==> config.mk <==
export PLATFORM = sky130hd
export DESIGN_NAME = uart_tx_fifo
export DESIGN_NICKNAME = d
export VERILOG_FILES = /design/src/rtl/uart_tx_fifo.sv
export SDC_FILE = /design/constraint.sdc
export NUM_CORES = 1
export LEC_CHECK = 0
export CORE_MARGIN = 4
export CORE_UTILIZATION = 55
export CTS_BUF_LIST = sky130_fd_sc_hd__clkbuf_4
export DETAILED_ROUTE_END_ITERATION = 10
export MAX_ROUTING_LAYER = met4
export PLACE_DENSITY = 0.75
export SYNTH_ARGS = -nofsm -noshare
export SYNTH_HDL_FRONTEND = slang
export SYNTH_SLANG_ARGS = --single-unit
==> constraint.sdc <==
create_clock -name clk -period 2.3 [get_ports clk]
set_input_delay 0.23 -clock clk [delete_from_list [all_inputs] [get_ports clk]]
set_output_delay 0.23 -clock clk [all_outputs]
set_load 0.01 [all_outputs]
==> src/rtl/uart_tx_fifo.sv <==
// uart_tx_fifo
// UART transmitter fed by a small word FIFO. Words arrive over a valid/ready
// handshake, are buffered, and are serialised LSB-first as
// start / data / [parity] / stop frames. Consecutive frames are sent with no
// idle gap whenever the FIFO still holds a word at the end of a stop bit.
// The serial line is driven straight from a flop so it never glitches.

module uart_tx_fifo #(
  parameter int CLK_FREQ   = 50_000_000,
  parameter int UART_BPS   = 115200,
  parameter int DATA_BITS  = 8,
  parameter int PARITY     = 0,
  parameter int STOP_BITS  = 1,
  parameter int FIFO_DEPTH = 16
) (
  input  logic                          clk,
  input  logic                          rst,
  input  logic [DATA_BITS-1:0]          tx_data,
  input  logic                          tx_valid,
  output logic                          tx_ready,
  output logic                          uart_txd,
  output logic                          busy,
  output logic [$clog2(FIFO_DEPTH):0]   fifo_level
);

  // ---------------------------------------------------------------------------
  // Derived constants
  // ---------------------------------------------------------------------------
  localparam int BAUD_DIV = CLK_FREQ / UART_BPS;
  localparam int CNT_W    = (BAUD_DIV > 1) ? $clog2(BAUD_DIV) : 1;
  localparam int AW       = $clog2(FIFO_DEPTH);
  localparam int BIT_W    = $clog2(DATA_BITS + 1);

  localparam logic [CNT_W-1:0] BAUD_LAST  = CNT_W'(BAUD_DIV - 1);
  localparam logic [BIT_W-1:0] DATA_LAST  = BIT_W'(DATA_BITS - 1);
  localparam logic [BIT_W-1:0] STOP_LAST  = BIT_W'(STOP_BITS - 1);
  localparam bit               HAS_PARITY = (PARITY != 0);
  localparam logic             PAR_ODD    = (PARITY == 1);

  typedef enum logic [2:0] {
    S_IDLE,
    S_START,
    S_DATA,
    S_PARITY,
    S_STOP
  } state_t;

  // ---------------------------------------------------------------------------
  // Word FIFO
  // ---------------------------------------------------------------------------
  logic [DATA_BITS-1:0] mem [FIFO_DEPTH];
  logic [AW:0]          wr_ptr;
  logic [AW:0]          rd_ptr;
  logic                 fifo_full;
  logic                 fifo_empty;
  logic                 push;
  logic                 pop;
  logic [DATA_BITS-1:0] fifo_head;

  // The extra pointer MSB separates "full" (MSBs differ, rest equal) from
  // "empty" (pointers identical) without a separate occupancy counter.
  assign fifo_full  = (wr_ptr[AW] != rd_ptr[AW]) &&
                      (wr_ptr[AW-1:0] == rd_ptr[AW-1:0]);
  assign fifo_empty = (wr_ptr == rd_ptr);
  assign fifo_head  = mem[rd_ptr[AW-1:0]];
  assign fifo_level = wr_ptr - rd_ptr;

  // Ready depends only on stored state, so a pop in the same cycle never
  // opens a slot for a push while the FIFO is full.
  assign tx_ready   = ~fifo_full;
  assign push       = tx_valid & tx_ready;

  // Pointer update: reset clears both, push and pop advance independently.
  always_ff @(posedge clk) begin
    // NOTE: sequential state is written with non-blocking assignments so
    // every flop samples the pre-edge value of every other flop.
    if (rst) begin
      wr_ptr <= '0;
      rd_ptr <= '0;
    end else begin
      if (push) wr_ptr <= wr_ptr + 1'b1;
      if (pop)  rd_ptr <= rd_ptr + 1'b1;
    end
  end

  // Storage write; contents are only ever read between the pointers.
  always_ff @(posedge clk) begin
    // NOTE: the storage array has no reset; clearing the pointers already
    // makes every entry unreachable, and a resettable array costs a flop
    // per bit instead of a RAM.
    if (push) mem[wr_ptr[AW-1:0]] <= tx_data;
  end

  // ---------------------------------------------------------------------------
  // Transmit FSM
  // ---------------------------------------------------------------------------
  state_t               state_q;
  state_t               state_d;
  logic [CNT_W-1:0]     baud_cnt;
  logic [BIT_W-1:0]     bit_cnt;
  logic [DATA_BITS-1:0] shift_q;
  logic                 par_q;
  logic                 bit_end;
  logic                 txd_d;

  assign bit_end = (baud_cnt == BAUD_LAST);

  // State register.
  always_ff @(posedge clk) begin
    if (rst) state_q <= S_IDLE;
    else     state_q <= state_d;
  end

  // Next-state and pop decision; a pop always coincides with entering START.
  always_comb begin
    // NOTE: every output of a combinational block gets a default first so
    // no path leaves it unassigned and no latch is inferred.
    state_d = state_q;
    pop     = 1'b0;
    unique case (state_q)
      S_IDLE: begin
        if (!fifo_empty) begin
          pop     = 1'b1;
          state_d = S_START;
        end
      end
      S_START: begin
        if (bit_end) state_d = S_DATA;
      end
      S_DATA: begin
        if (bit_end && (bit_cnt == DATA_LAST))
          state_d = HAS_PARITY ? S_PARITY : S_STOP;
      end
      S_PARITY: begin
        if (bit_end) state_d = S_STOP;
      end
      S_STOP: begin
        if (bit_end && (bit_cnt == STOP_LAST)) begin
          if (!fifo_empty) begin
            pop     = 1'b1;
            state_d = S_START;
          end else begin
            state_d = S_IDLE;
          end
        end
      end
      default: state_d = S_IDLE;
    endcase
  end

  // Line level for the current state; registered below before reaching the pin.
  always_comb begin
    txd_d = 1'b1;
    unique case (state_q)
      S_IDLE:   txd_d = 1'b1;
      S_START:  txd_d = 1'b0;
      S_DATA:   txd_d = shift_q[0];
      S_PARITY: txd_d = par_q;
      S_STOP:   txd_d = 1'b1;
      default:  txd_d = 1'b1;
    endcase
  end

  // Bit timing, shift register and parity capture.
  always_ff @(posedge clk) begin
    if (rst) begin
      baud_cnt <= '0;
      bit_cnt  <= '0;
      shift_q  <= '0;
      par_q    <= 1'b0;
    end else begin
      // The baud counter restarts on every bit boundary and rests at zero in
      // IDLE, so each frame starts with a fresh, drift-free bit period.
      if (state_q == S_IDLE || bit_end) baud_cnt <= '0;
      else                              baud_cnt <= baud_cnt + 1'b1;

      // bit_cnt indexes data bits in DATA and stop bits in STOP.
      if (bit_end && (state_q == S_DATA)) begin
        bit_cnt <= (bit_cnt == DATA_LAST) ? '0 : bit_cnt + 1'b1;
      end else if (bit_end && (state_q == S_STOP)) begin
        bit_cnt <= (bit_cnt == STOP_LAST) ? '0 : bit_cnt + 1'b1;
      end

      // Parity is computed once at load time from the whole word.
      if (pop) begin
        shift_q <= fifo_head;
        par_q   <= (^fifo_head) ^ PAR_ODD;
      end else if (bit_end && (state_q == S_DATA)) begin
        shift_q <= shift_q >> 1;
      end
    end
  end

  // Serial output flop; reset forces the line idle immediately.
  always_ff @(posedge clk) begin
    if (rst) uart_txd <= 1'b1;
    else     uart_txd <= txd_d;
  end

  assign busy = (state_q != S_IDLE) | (fifo_level != '0);

endmodule

# Word-level counts from Yosys, hierarchy flattened
# Memories as Yosys holds them, arrays and structs flattened. A register that Yosys moved wholly into a read port is not among the register bits.
# Cells that the tools add are included.
[word_totals] ramBits=128 input_bits=11 ff_bits=36 output_inout_bits=8 latch_bits=0 elab_cells=67 n_memories=1 mem_bits_ro=0
[mem_list] memory="mem" depth=16 width=8 rd=1 rd_clocked_by_memory_dff=1 wr=1 line="51" source="logic [DATA_BITS-1:0] mem [FIFO_DEPTH];"
[op_classes] multipliers=0 n_mux=21 n_addsub=5 bitwise=3 n_reduce_logical=15 n_eq_ne=14 div_mod_pow=0 shift=0 n_lt_le_gt_ge=0
[ops] op="two-way mux 4 bit" n=6
[ops] op="two-way mux 8 bit" n=2
[ops] op="two-way mux 3 bit" n=5
[ops] op="case mux 3 bit (5 select lines)" n=1
[ops] op="adder 5 x 1 -> 5 bit (second input constant)" n=2
[ops] op="!= test 2 bit (second input constant)" n=5
[ops] op="adder 9 x 1 -> 9 bit (second input constant)" n=1
[ops] op="equality test 9 bit (second input constant)" n=1
[ops] op="parity 8 bit" n=1
[ops] op="equality test 3 x 2 -> 1 bit (second input constant)" n=2
[ops] op="equality test 5 bit" n=1
[ops] op="logical AND 1 bit" n=5
[ops] op="two-way mux 1 bit" n=5
[ops] op="AND reduction 5 bit" n=1
[ops] op="nonzero test 5 bit" n=1
[ops] op="subtractor 5 bit" n=1
[ops] op="adder 4 x 1 -> 4 bit (second input constant)" n=1
[ops] op="equality test 4 x 3 -> 1 bit (second input constant)" n=1
[ops] op="equality test 4 bit" n=1
[ops] op="zero test 4 bit" n=1
[ops] op="nonzero test 2 bit" n=2
[ops] op="equality test 3 x 1 -> 1 bit (second input constant)" n=1
[ops] op="equality test 3 bit (second input constant)" n=1
[ops] op="zero test 3 bit" n=1
[ops] op="9 further kinds" n=9

# Depth between registers and ports, before layout
# Gate-level depths: netlist of run 1.
[logic_depth] depth_word=6 mapped_depth=10 mapped_depth_nobuf=9

# Least setup slack after synthesis of run 1
# OpenSTA, ideal clock, no wires.
[synth_timing] path_type="register -> register" startpoint="register wr_ptr[0]" endpoint="memory mem[3][0], enable pin" stages_incl_launch_ff=9 synth_period_minus_slack_ns=2.561 arrival_ns=2.177 required_ns=1.917 setup_slack_ns=-0.261 path_cell_list="dfxtp_1 -> inv_1 -> ha_1 -> and4_1 -> nand2b_1 -> and2_1 -> buf_2 -> nand2_1 -> nor3_1"
[synth_via] elab_chain_len=6
[synth_lines] element="start, declared" line="52" source="logic [AW:0] wr_ptr;"
[synth_lines] element="start signal, assigned" line="81" source="if (push) wr_ptr <= wr_ptr + 1'b1;"
[synth_lines] element="equality test 4 bit" line="63" source="(wr_ptr[AW-1:0] == rd_ptr[AW-1:0]);"
[synth_lines] element="logical AND 1 bit" line="62" source="assign fifo_full = (wr_ptr[AW] != rd_ptr[AW]) &&"
[synth_lines] element="NOT 1 bit" line="70" source="assign tx_ready = ~fifo_full;"
[synth_lines] element="named net tx_ready" line="20" source="output logic tx_ready,"
[synth_lines] element="AND 1 bit" line="71" source="assign push = tx_valid & tx_ready;"
[synth_lines] element="two-way mux 1 bit" line="91" source="if (push) mem[wr_ptr[AW-1:0]] <= tx_data;"
[synth_lines] element="two-way mux 1 bit (not written as such)" line="91"
[synth_lines] element="end, declared" line="51"
# The timed path passes the listed nets, and every way through them passes these cells.

# Worst setup path after layout of run 1
[layout_timing] startpoint="register wr_ptr[0]" endpoint="output port busy"
[layout_via] elab_chain_len=3
[layout_lines] element="subtractor 5 bit" line="66" source="assign fifo_level = wr_ptr - rd_ptr;"
[layout_lines] element="nonzero test 5 bit" line="200" source="assign busy = (state_q != S_IDLE) | (fifo_level != '0);"
[layout_lines] element="bitwise OR 1 bit" line="200"
[layout_lines] element="end, declared" line="22" source="output logic busy,"
# Every way passes these cells.

==> results of run 1 <==
## worst max-delay path, cell delays in order (launching register included)
cell and delay (ns):
sky130_fd_sc_hd__dfxtp_2 0.35, sky130_fd_sc_hd__inv_2 0.07, sky130_fd_sc_hd__ha_4 0.14, sky130_fd_sc_hd__inv_4 0.04, sky130_fd_sc_hd__fa_2 0.35, sky130_fd_sc_hd__a21o_1 0.17, sky130_fd_sc_hd__a21oi_2 0.13, sky130_fd_sc_hd__xnor2_1 0.10
sky130_fd_sc_hd__or4_1 0.41, sky130_fd_sc_hd__buf_2 0.16
## final cells by class
type	count	area share (%)
flip-flops and latches	168	56.7
multi-input cells	249	27.9
repair buffers	73	8.52
well taps	168	2.56
clock inverters	13	2.07
clock buffers	18	1.65
inverters	12	0.579
diodes	1	0.0305
## through the flow
stage               util [%]  area [um2]  cells  total power (uW)  hold WS [ns]
finish                  67.2        8210    702              7310         0.483
CTS                     66.2        8080    701              7220         0.459
global placement        63.2        7720    667              5390         0.442
floorplan                  -        6990    452              4760         0.329
global route            67.2        8210    702              7700         0.479
detailed placement      63.2        7720    667              5440         0.457
## cells in the mapped netlist, types with 2 or more instances
library cell | instances | share of area [%]
sky130_fd_sc_hd__edfxtp_1 | 128 | 55
sky130_fd_sc_hd__nor2_1 | 55 | 3.0
sky130_fd_sc_hd__dfxtp_1 | 40 | 11
sky130_fd_sc_hd__nand2_1 | 30 | 1.6
sky130_fd_sc_hd__mux4_2 | 23 | 7.4
sky130_fd_sc_hd__xnor2_1 | 19 | 2.4
sky130_fd_sc_hd__a22oi_1 | 16 | 1.7
sky130_fd_sc_hd__a21oi_1 | 15 | 1.1
sky130_fd_sc_hd__ha_1 | 13 | 2.3
sky130_fd_sc_hd__inv_1 | 12 | 0.65
sky130_fd_sc_hd__mux4_1 | 9 | 3.4
sky130_fd_sc_hd__a211oi_1 | 8 | 0.86
sky130_fd_sc_hd__clkbuf_1 | 8 | 0.43
sky130_fd_sc_hd__mux2i_1 | 7 | 1.0
sky130_fd_sc_hd__xor2_1 | 7 | 0.88
sky130_fd_sc_hd__nand3_1 | 6 | 0.43
sky130_fd_sc_hd__nor3_1 | 6 | 0.43
sky130_fd_sc_hd__buf_2 | 5 | 0.36
sky130_fd_sc_hd__and2_1 | 3 | 0.27
sky130_fd_sc_hd__buf_6 | 3 | 0.48
sky130_fd_sc_hd__clkdlybuf4s25_2 | 3 | 0.43
sky130_fd_sc_hd__nand2b_1 | 3 | 0.27
sky130_fd_sc_hd__nand4_1 | 3 | 0.27
sky130_fd_sc_hd__nor2b_1 | 3 | 0.27
sky130_fd_sc_hd__o21ai_0 | 3 | 0.22
sky130_fd_sc_hd__a21o_1 | 2 | 0.22
sky130_fd_sc_hd__a31oi_1 | 2 | 0.18
sky130_fd_sc_hd__buf_1 | 2 | 0.11
sky130_fd_sc_hd__nor3b_1 | 2 | 0.22
sky130_fd_sc_hd__or3_1 | 2 | 0.18
## worst min path at each step
stage / endpoint / start
final: baud_cnt[0] / baud_cnt[0]
after global routing: state_q[2] / rst
after CTS: wr_ptr[0] / rst
after detailed placement: baud_cnt[0] / baud_cnt[0]
after global placement: baud_cnt[0] / baud_cnt[0]
after floorplan: mem[0][0] / tx_data[0]
## placed cells by master (no fill, tap or decap), types with 3 or more instances in the layout
| master | n |
|---|---|
| sky130_fd_sc_hd__a211oi_1 | 8 |
| sky130_fd_sc_hd__a21oi_1 | 13 |
| sky130_fd_sc_hd__a22oi_1 | 8 |
| sky130_fd_sc_hd__a22oi_2 | 8 |
| sky130_fd_sc_hd__buf_12 | 8 |
| sky130_fd_sc_hd__buf_4 | 43 |
| sky130_fd_sc_hd__buf_6 | 5 |
| sky130_fd_sc_hd__bufinv_16 | 3 |
| sky130_fd_sc_hd__clkbuf_4 | 18 |
| sky130_fd_sc_hd__clkdlybuf4s50_1 | 12 |
| sky130_fd_sc_hd__clkinv_4 | 3 |
| sky130_fd_sc_hd__clkinvlp_4 | 3 |
| sky130_fd_sc_hd__dfxtp_1 | 34 |
| sky130_fd_sc_hd__dfxtp_2 | 5 |
| sky130_fd_sc_hd__edfxtp_1 | 128 |
| sky130_fd_sc_hd__ha_1 | 9 |
| sky130_fd_sc_hd__ha_4 | 4 |
| sky130_fd_sc_hd__inv_1 | 9 |
| sky130_fd_sc_hd__inv_6 | 3 |
| sky130_fd_sc_hd__mux2i_1 | 7 |
| sky130_fd_sc_hd__mux4_1 | 7 |
| sky130_fd_sc_hd__mux4_2 | 25 |
| sky130_fd_sc_hd__nand2_1 | 25 |
| sky130_fd_sc_hd__nand2_2 | 5 |
| sky130_fd_sc_hd__nand2b_1 | 3 |
| sky130_fd_sc_hd__nand3_1 | 6 |
| sky130_fd_sc_hd__nand4_1 | 3 |
| sky130_fd_sc_hd__nor2_1 | 50 |
| sky130_fd_sc_hd__nor2_2 | 5 |
| sky130_fd_sc_hd__nor2b_1 | 3 |
| sky130_fd_sc_hd__nor3_1 | 3 |
| sky130_fd_sc_hd__o21ai_0 | 3 |
| sky130_fd_sc_hd__xnor2_1 | 17 |
| sky130_fd_sc_hd__xor2_1 | 6 |
## per-layer routing
metal	vias up	share of wire (%)	GRT usage, %
li1	1851	-	-
met1	1996	39	25.1
met2	118	53	33.5
met3	27	5.2	4.77
met4	0	1.9	7.22
met5	-	0	-
## logic make-up after synthesis
| group | count (synthesis) |
|---|---|
| simple gates | 120 |
| xor+xnor | 26 |
| compound gates | 49 |
| flops | 168 |
| mux | 40 |
| buf+inv | 35 |
| fa+ha+maj | 14 |
## power breakdown
group | leakage (uW) | switching (uW) | internal [uW]
sequential | 0.00148 | 92.5 | 3420
clock | 0.000156 | 1010 | 771
combinational | 0.00113 | 946 | 1070
total | 0.00277 | 2050 | 5260
## sequential cells by signal, summed over array words and instances, names as in the netlist, named ones only
signal	flops
uart_txd	1
wr_ptr	5
shift_q	8
state_q	3
rd_ptr	5
bit_cnt	4
baud_cnt	9
par_q	1
mem	128
## repair_timing
item	in CTS	in global routing
gates resized for setup	35	33
pin swaps	8	4
endpoints found under the setup margin	21	39
setup buffers	3	1
==> results.txt, run 1 <==
The simple-gate portion of the synthesized area is 7.90%. During synthesis, Yosys emitted a total of 0 warnings. The net total in the final layout came out at 546.

The checks that failed: negative setup slack. The number of buffers created by CTS came out at 17. The arrival time at the worst endpoint came out at 2.48 ns.

After synthesis, the share of flip-flops with an asynchronous set or reset is 0%. The xor/xnor cell area share of the yosys netlist is 3.27%. The worst path required time is 2.07 ns. In the routed layout, each cell is associated on average with a via count of 5.69. The fraction of the mapped netlist area in compound gates is 4.74%.

The worst setup path is launched from a flop. The adder and majority cell fraction of the synthesized area is 2.62%. The top-level I/O count is 19. The time the final worst path needs with I/O delays and setup is 2.71 ns.

The net count after synthesis came out at 477. The number of detailed-route iterations in the first pass came out at 5. The tree is rooted in a sky130_fd_sc_hd__clkbuf_4. TritonCTS built the clock tree. The sequential share of the synthesized area came out at 66.6%. The detailed-route wire length per cell came out at 19.4 um.

The number of violations reported at the end of detailed-routing iteration 0 is 312. The worst setup path category is flop to output pin. The initial antenna violation count came out at 1. The post-DP HPWL is 8.94 mm.

The sequential cell area came out at 0.00465 mm2. The area added between synthesis and finish came out at 17.8%. The footprint of the multi-input gates came out at 0.00229 mm2. The initial standard-cell utilization of the core came out at 57.1%. The setup TNS after final layout came out at -0.540 ns. STA classifies the critical path endpoint as an output pin. The setup slack after placement is -0.391 ns.

The level count of the clock H-tree is 4. Setup violations remaining at the end of the flow were counted as 2. The die extent in y is 121 um. The routed layout has 3992 vias. The ratio of cells with drive above 1 in the final layout is 30.4%. The via count of the first global-routing pass is 3968. In this run the cell area of the synthesized design comes to 0.00697 mm2.

The core outline area came out at 0.0122 mm2. The number of standard-cell rows in the floorplan is 40. After detailed routing, the number of remaining DRC violations is 0. The minimum setup slack among reg-to-reg paths is 0.10 ns. The routed design has 13.6 mm of wire. The post-route clock period utilization came out at 118%. The number of distinct standard cells referenced by the synthesized netlist came out at 44.

The total congestion overflow is 0. Entering global routing, the biggest net connects 33 pins. The wire length of the first global-routing pass came out at 21.5 mm.

The flow ran to the end, but the final reports show violations. The setup slack after layout is -0.409 ns. The slew of the pin with the lowest slew margin came out at 0.621 ns. Along the worst hold path, the cell count comes to 1. The die outline area came out at 0.0145 mm2.

The count of antenna-violating nets left after detailed routing came out at 0. No sink is reached through more buffers than the 2 on the longest clock path. The highest ir drop seen on vdd is 591 uV. The fraction of synthesized area in multiplexers came out at 12.0%. The worst-case clock skew came out at 0.0156 ns. The clock latency on the worst-skew pair came out at 0.56 ns. The global routing usage summed across all routing layers is 20.4%. Setup repair after global routing could not meet its margin everywhere. In this run, post-CTS hold repair placed 0 buffers. The count of mapped cells out of synthesis is 452. The total leakage power came out at 0.00277 uW. The total power divided by cell area came out at 890 mW/mm2. The number of flops mapped to enable cells by yosys came out at 128. The fill cell total of the finished layout is 856. The die width came out at 121 um. The most critical setup path has its startpoint at wr_ptr[0]. After synthesis, the largest family of logic cells by area is multiplexers. The depth of the most critical reg-to-reg path is 8.

The fmax came out at 369 MHz. The number of register bits inferred by synthesis came out at 168. The capturing element of the worst setup path is busy. The placer congestion estimate is 0.907. In this run the worst hold path is classified as flop to flop. The endpoint identified for the worst register-to-register timing path is par_q. The maximum fanout count along the critical path is 2. The final-report hold violation count came out at 0.

The number of max-capacitance violations reported is 0. The remaining max-slew budget at the tightest pin came out at 58.5%. The final count of pins violating max slew is 0.

The mean instance size in the synthesized netlist is 15.4 um2. The clock sink count is 168. Buffers placed on the I/O ports in this run total 18. The clock transition time at the flip-flop clock pins of the worst setup and hold paths is 0.13 ns. The most used flip-flop cell after synthesis is sky130_fd_sc_hd__edfxtp_1.
No activity file was read; power rests on OpenSTA's default activity.
==> run 2, diff against run 1 <==
- CORE_MARGIN: 4 -> default
- PLACE_DENSITY: 0.75 -> 0.72
- clock period: 2.3 -> 2.9 ns (I/O delays scaled with it)
==> run 2 against run 1 <==
The flow now finishes without violations. Cell count shrank 4.3%. Total power shrank 26%. Register-to-register slack gained 0.19 ns. Sequential power shrank 21%. Die area shrank 9.7%. Routed wire length shrank 6.5%. Via count shrank 5.3%. Utilization shrank 3.8 points. First-iteration DRC count shrank 12%. Clock power shrank 24%. Combinational power shrank 36%.
==> results.txt, run 2 (synthesis gave the netlist of run 1 again) <==
The most common cell after layout, fill and taps aside is sky130_fd_sc_hd__edfxtp_1. The number of detailed-route iterations in the first pass was 4 (-1). The total congestion overflow came out at 0 (unchanged). The die outline area is 0.0131 mm2 (-9.7%). The initial antenna violation count came to 0 (-1). The count of unresolved DRC violations after routing is 0 (unchanged). The final count of pins violating max slew came to 0 (unchanged).

The count of antenna-violating nets left after detailed routing is 0 (unchanged). The maximum single-stage delay on the critical path was 0.40 ns (about the same). The core outline area was 0.0122 mm2 (-0.41%).

The worst setup path is of the flop to output pin kind. The library cells used most frequently in the layout, excluding fill and tap cells, are sky130_fd_sc_hd__edfxtp_1, sky130_fd_sc_hd__nor2_1, sky130_fd_sc_hd__dfxtp_1. The die width is 115 um (-5.0%). The wire length of the first global-routing pass came out at 20.3 mm (-5.6%). The clock sink count is 168 (unchanged). The area growth from synthesis to layout is 10.8%. The placer congestion estimate is 0.789 (-13%). The worst setup path is captured at an output pin. The number of instances in the placed design came to 638 (-4.3%).

On the critical path, the stage with the largest delay is an instance of sky130_fd_sc_hd__or4_1. The worst path required time is 2.61 ns (+0.54 ns). TritonCTS built the clock tree. The final non-filler cell total is 672 (-4.3%). The number of buffers created by CTS was 17 (unchanged). The cell area after placement is 0.00739 mm2 (-4.2%).

The slew of the pin with the lowest slew margin came out at 0.789 ns (+0.167 ns). The number of standard-cell rows in the floorplan came out at 40 (unchanged). The setup TNS after final layout came out at 0 ns (+0.540 ns). The quantity of hold-fixing buffers added after cts came out at 0 (unchanged). The total leakage power came to 0.00258 uW (-6.8%).

The tightest min-delay check is of the flop to flop type. The largest net degree at the start of global routing came to 33 (unchanged). The detailed-route via count is 3779 (-5.3%). The number of max-capacitance violations reported is 0 (unchanged). The root buffer cell is sky130_fd_sc_hd__clkbuf_4. The routed wire length is 12.8 mm (-6.5%). The clock transition time at the flip-flop clock pins of the worst setup and hold paths came out at 0.14 ns (about the same). The time the final worst path needs with I/O delays and setup is 2.73 ns.

The post-route clock period utilization is 94.3%. The top-level I/O count came out at 19 (unchanged). The run finished with clean final reports. The number of setup violations in the final report is 0 (-2). Counting stages on the worst path, the most repeated cell is sky130_fd_sc_hd__inv_2.

The final design instance area without fill came out at 0.00772 mm2 (-6.0%). The die extent in y is 115 um (-5.0%). The count of buffering cells on the critical path with inverters included came out at 3 (unchanged). The kind of cell with the highest combined delay along the critical path is adder cells. The via-per-instance ratio is 5.62 (-1.1%).

The level count of the clock H-tree came out at 4 (unchanged). The worst-case clock skew is 0.0186 ns (+0.00305 ns). The arrival time at the worst endpoint is 2.44 ns (-0.04 ns). The post-DP HPWL came out at 8.62 mm (-3.6%). The total power divided by cell area came to 704 mW/mm2 (-21%). The maximum fanout count along the critical path came out at 2 (unchanged). Setup repair after global routing could not meet its margin everywhere. The ratio of cells with drive above 1 in the final layout came out at 18.7% (-12 points). The detailed-route wire length per cell is 19.0 um (-2.3%). The highest ir drop seen on vdd is 445 uV (-25%).

For this run, the top clock speed supported by timing is 366 MHz. The final-report hold violation count is 0 (unchanged). The number of buffers on the longest clock path came to 2 (unchanged).

The global routing usage summed across all routing layers came to 22.3% (+1.8 points). Traced cell by cell, the critical path runs through inv_2 -> ha_4 -> inv_2 -> fa_2 -> a21o_1 -> a21oi_2 -> xnor2_1 -> or4_1 -> buf_2. The clock latency on the worst-skew pair came out at 0.54 ns (-0.02 ns). The number of violations reported at the end of detailed-routing iteration 0 is 275 (-12%).

The initial standard-cell utilization of the core came out at 57.3% (+0.23 points). The antenna diode count is 0 (-1). The flip-flop count of the largest register after layout is 128 (unchanged). The net total in the final layout came to 516 (-5.5%). The remaining max-slew budget at the tightest pin is 47.3% (-11 points). The worst setup path is launched from a flop. The via count of the first global-routing pass came out at 3847 (-3.0%). The number of I/O port buffers is 18 (unchanged).
## run 2: worst paths after layout
kind                             startpoint     endpoint  slack (ns)  depth (start not counted)
worst max-delay path              wr_ptr[0]         busy        0.17                          9
worst max register to register    wr_ptr[3]   mem[11][1]        0.29                          7
worst min register to register  baud_cnt[0]  baud_cnt[0]        0.48                          1
worst min-delay path            baud_cnt[0]  baud_cnt[0]        0.48                          1
## run 2: worst reg2reg max path, cell delays in order (launching register included)
cell and delay [ns]:
sky130_fd_sc_hd__dfxtp_1 0.54, sky130_fd_sc_hd__ha_1 0.33, sky130_fd_sc_hd__and4_1 0.26, sky130_fd_sc_hd__nand2b_1 0.11, sky130_fd_sc_hd__and2_1 0.29, sky130_fd_sc_hd__nand2_1 0.19, sky130_fd_sc_hd__nor2_1 0.38, sky130_fd_sc_hd__buf_4 0.23
## run 2: cell type report
cell class,count,area (um2)
sequential,168,4650
multi-input combinational,249,2150
timing repair buffer,43,378
tap,168,210
clock inverter,12,140
clock buffer,20,150
inverter,12,45.0
fill,881,4440
## run 2: stage by stage
stage	setup slack (ns)	utilization [%]	total power, uW	hold slack (ns)
2_1_floorplan	0.339	-	3770	0.389
3_3_place_gp	0.175	60.8	4080	0.439
3_5_place_dp	0.0929	60.8	4130	0.455
4_1_cts	0.0369	63.4	5480	0.480
5_1_grt	-0.0190	63.5	5700	0.495
6_report	0.166	63.5	5440	0.480
## run 2: routing by layer
| layer | wire, um | track usage, % |
|---|---|---|
| met1 | 5460 | 27.5 |
| met5 | 0 | - |
| met4 | 178 | 6.93 |
| met3 | 526 | 5.82 |
| met2 | 6600 | 36.2 |
## run 2: power breakdown
part	switching, uW	internal [uW]	total [uW]
Combinational	657	635	1290
Sequential	75.5	2710	2780
Clock	806	556	1360
Total	1540	3900	5440
## run 2: timing repair
item	4_1_cts	5_1_grt
resized for setup	12	3
buffers inserted	2	0
pin swaps	3	1
setup endpoints to repair	2	2
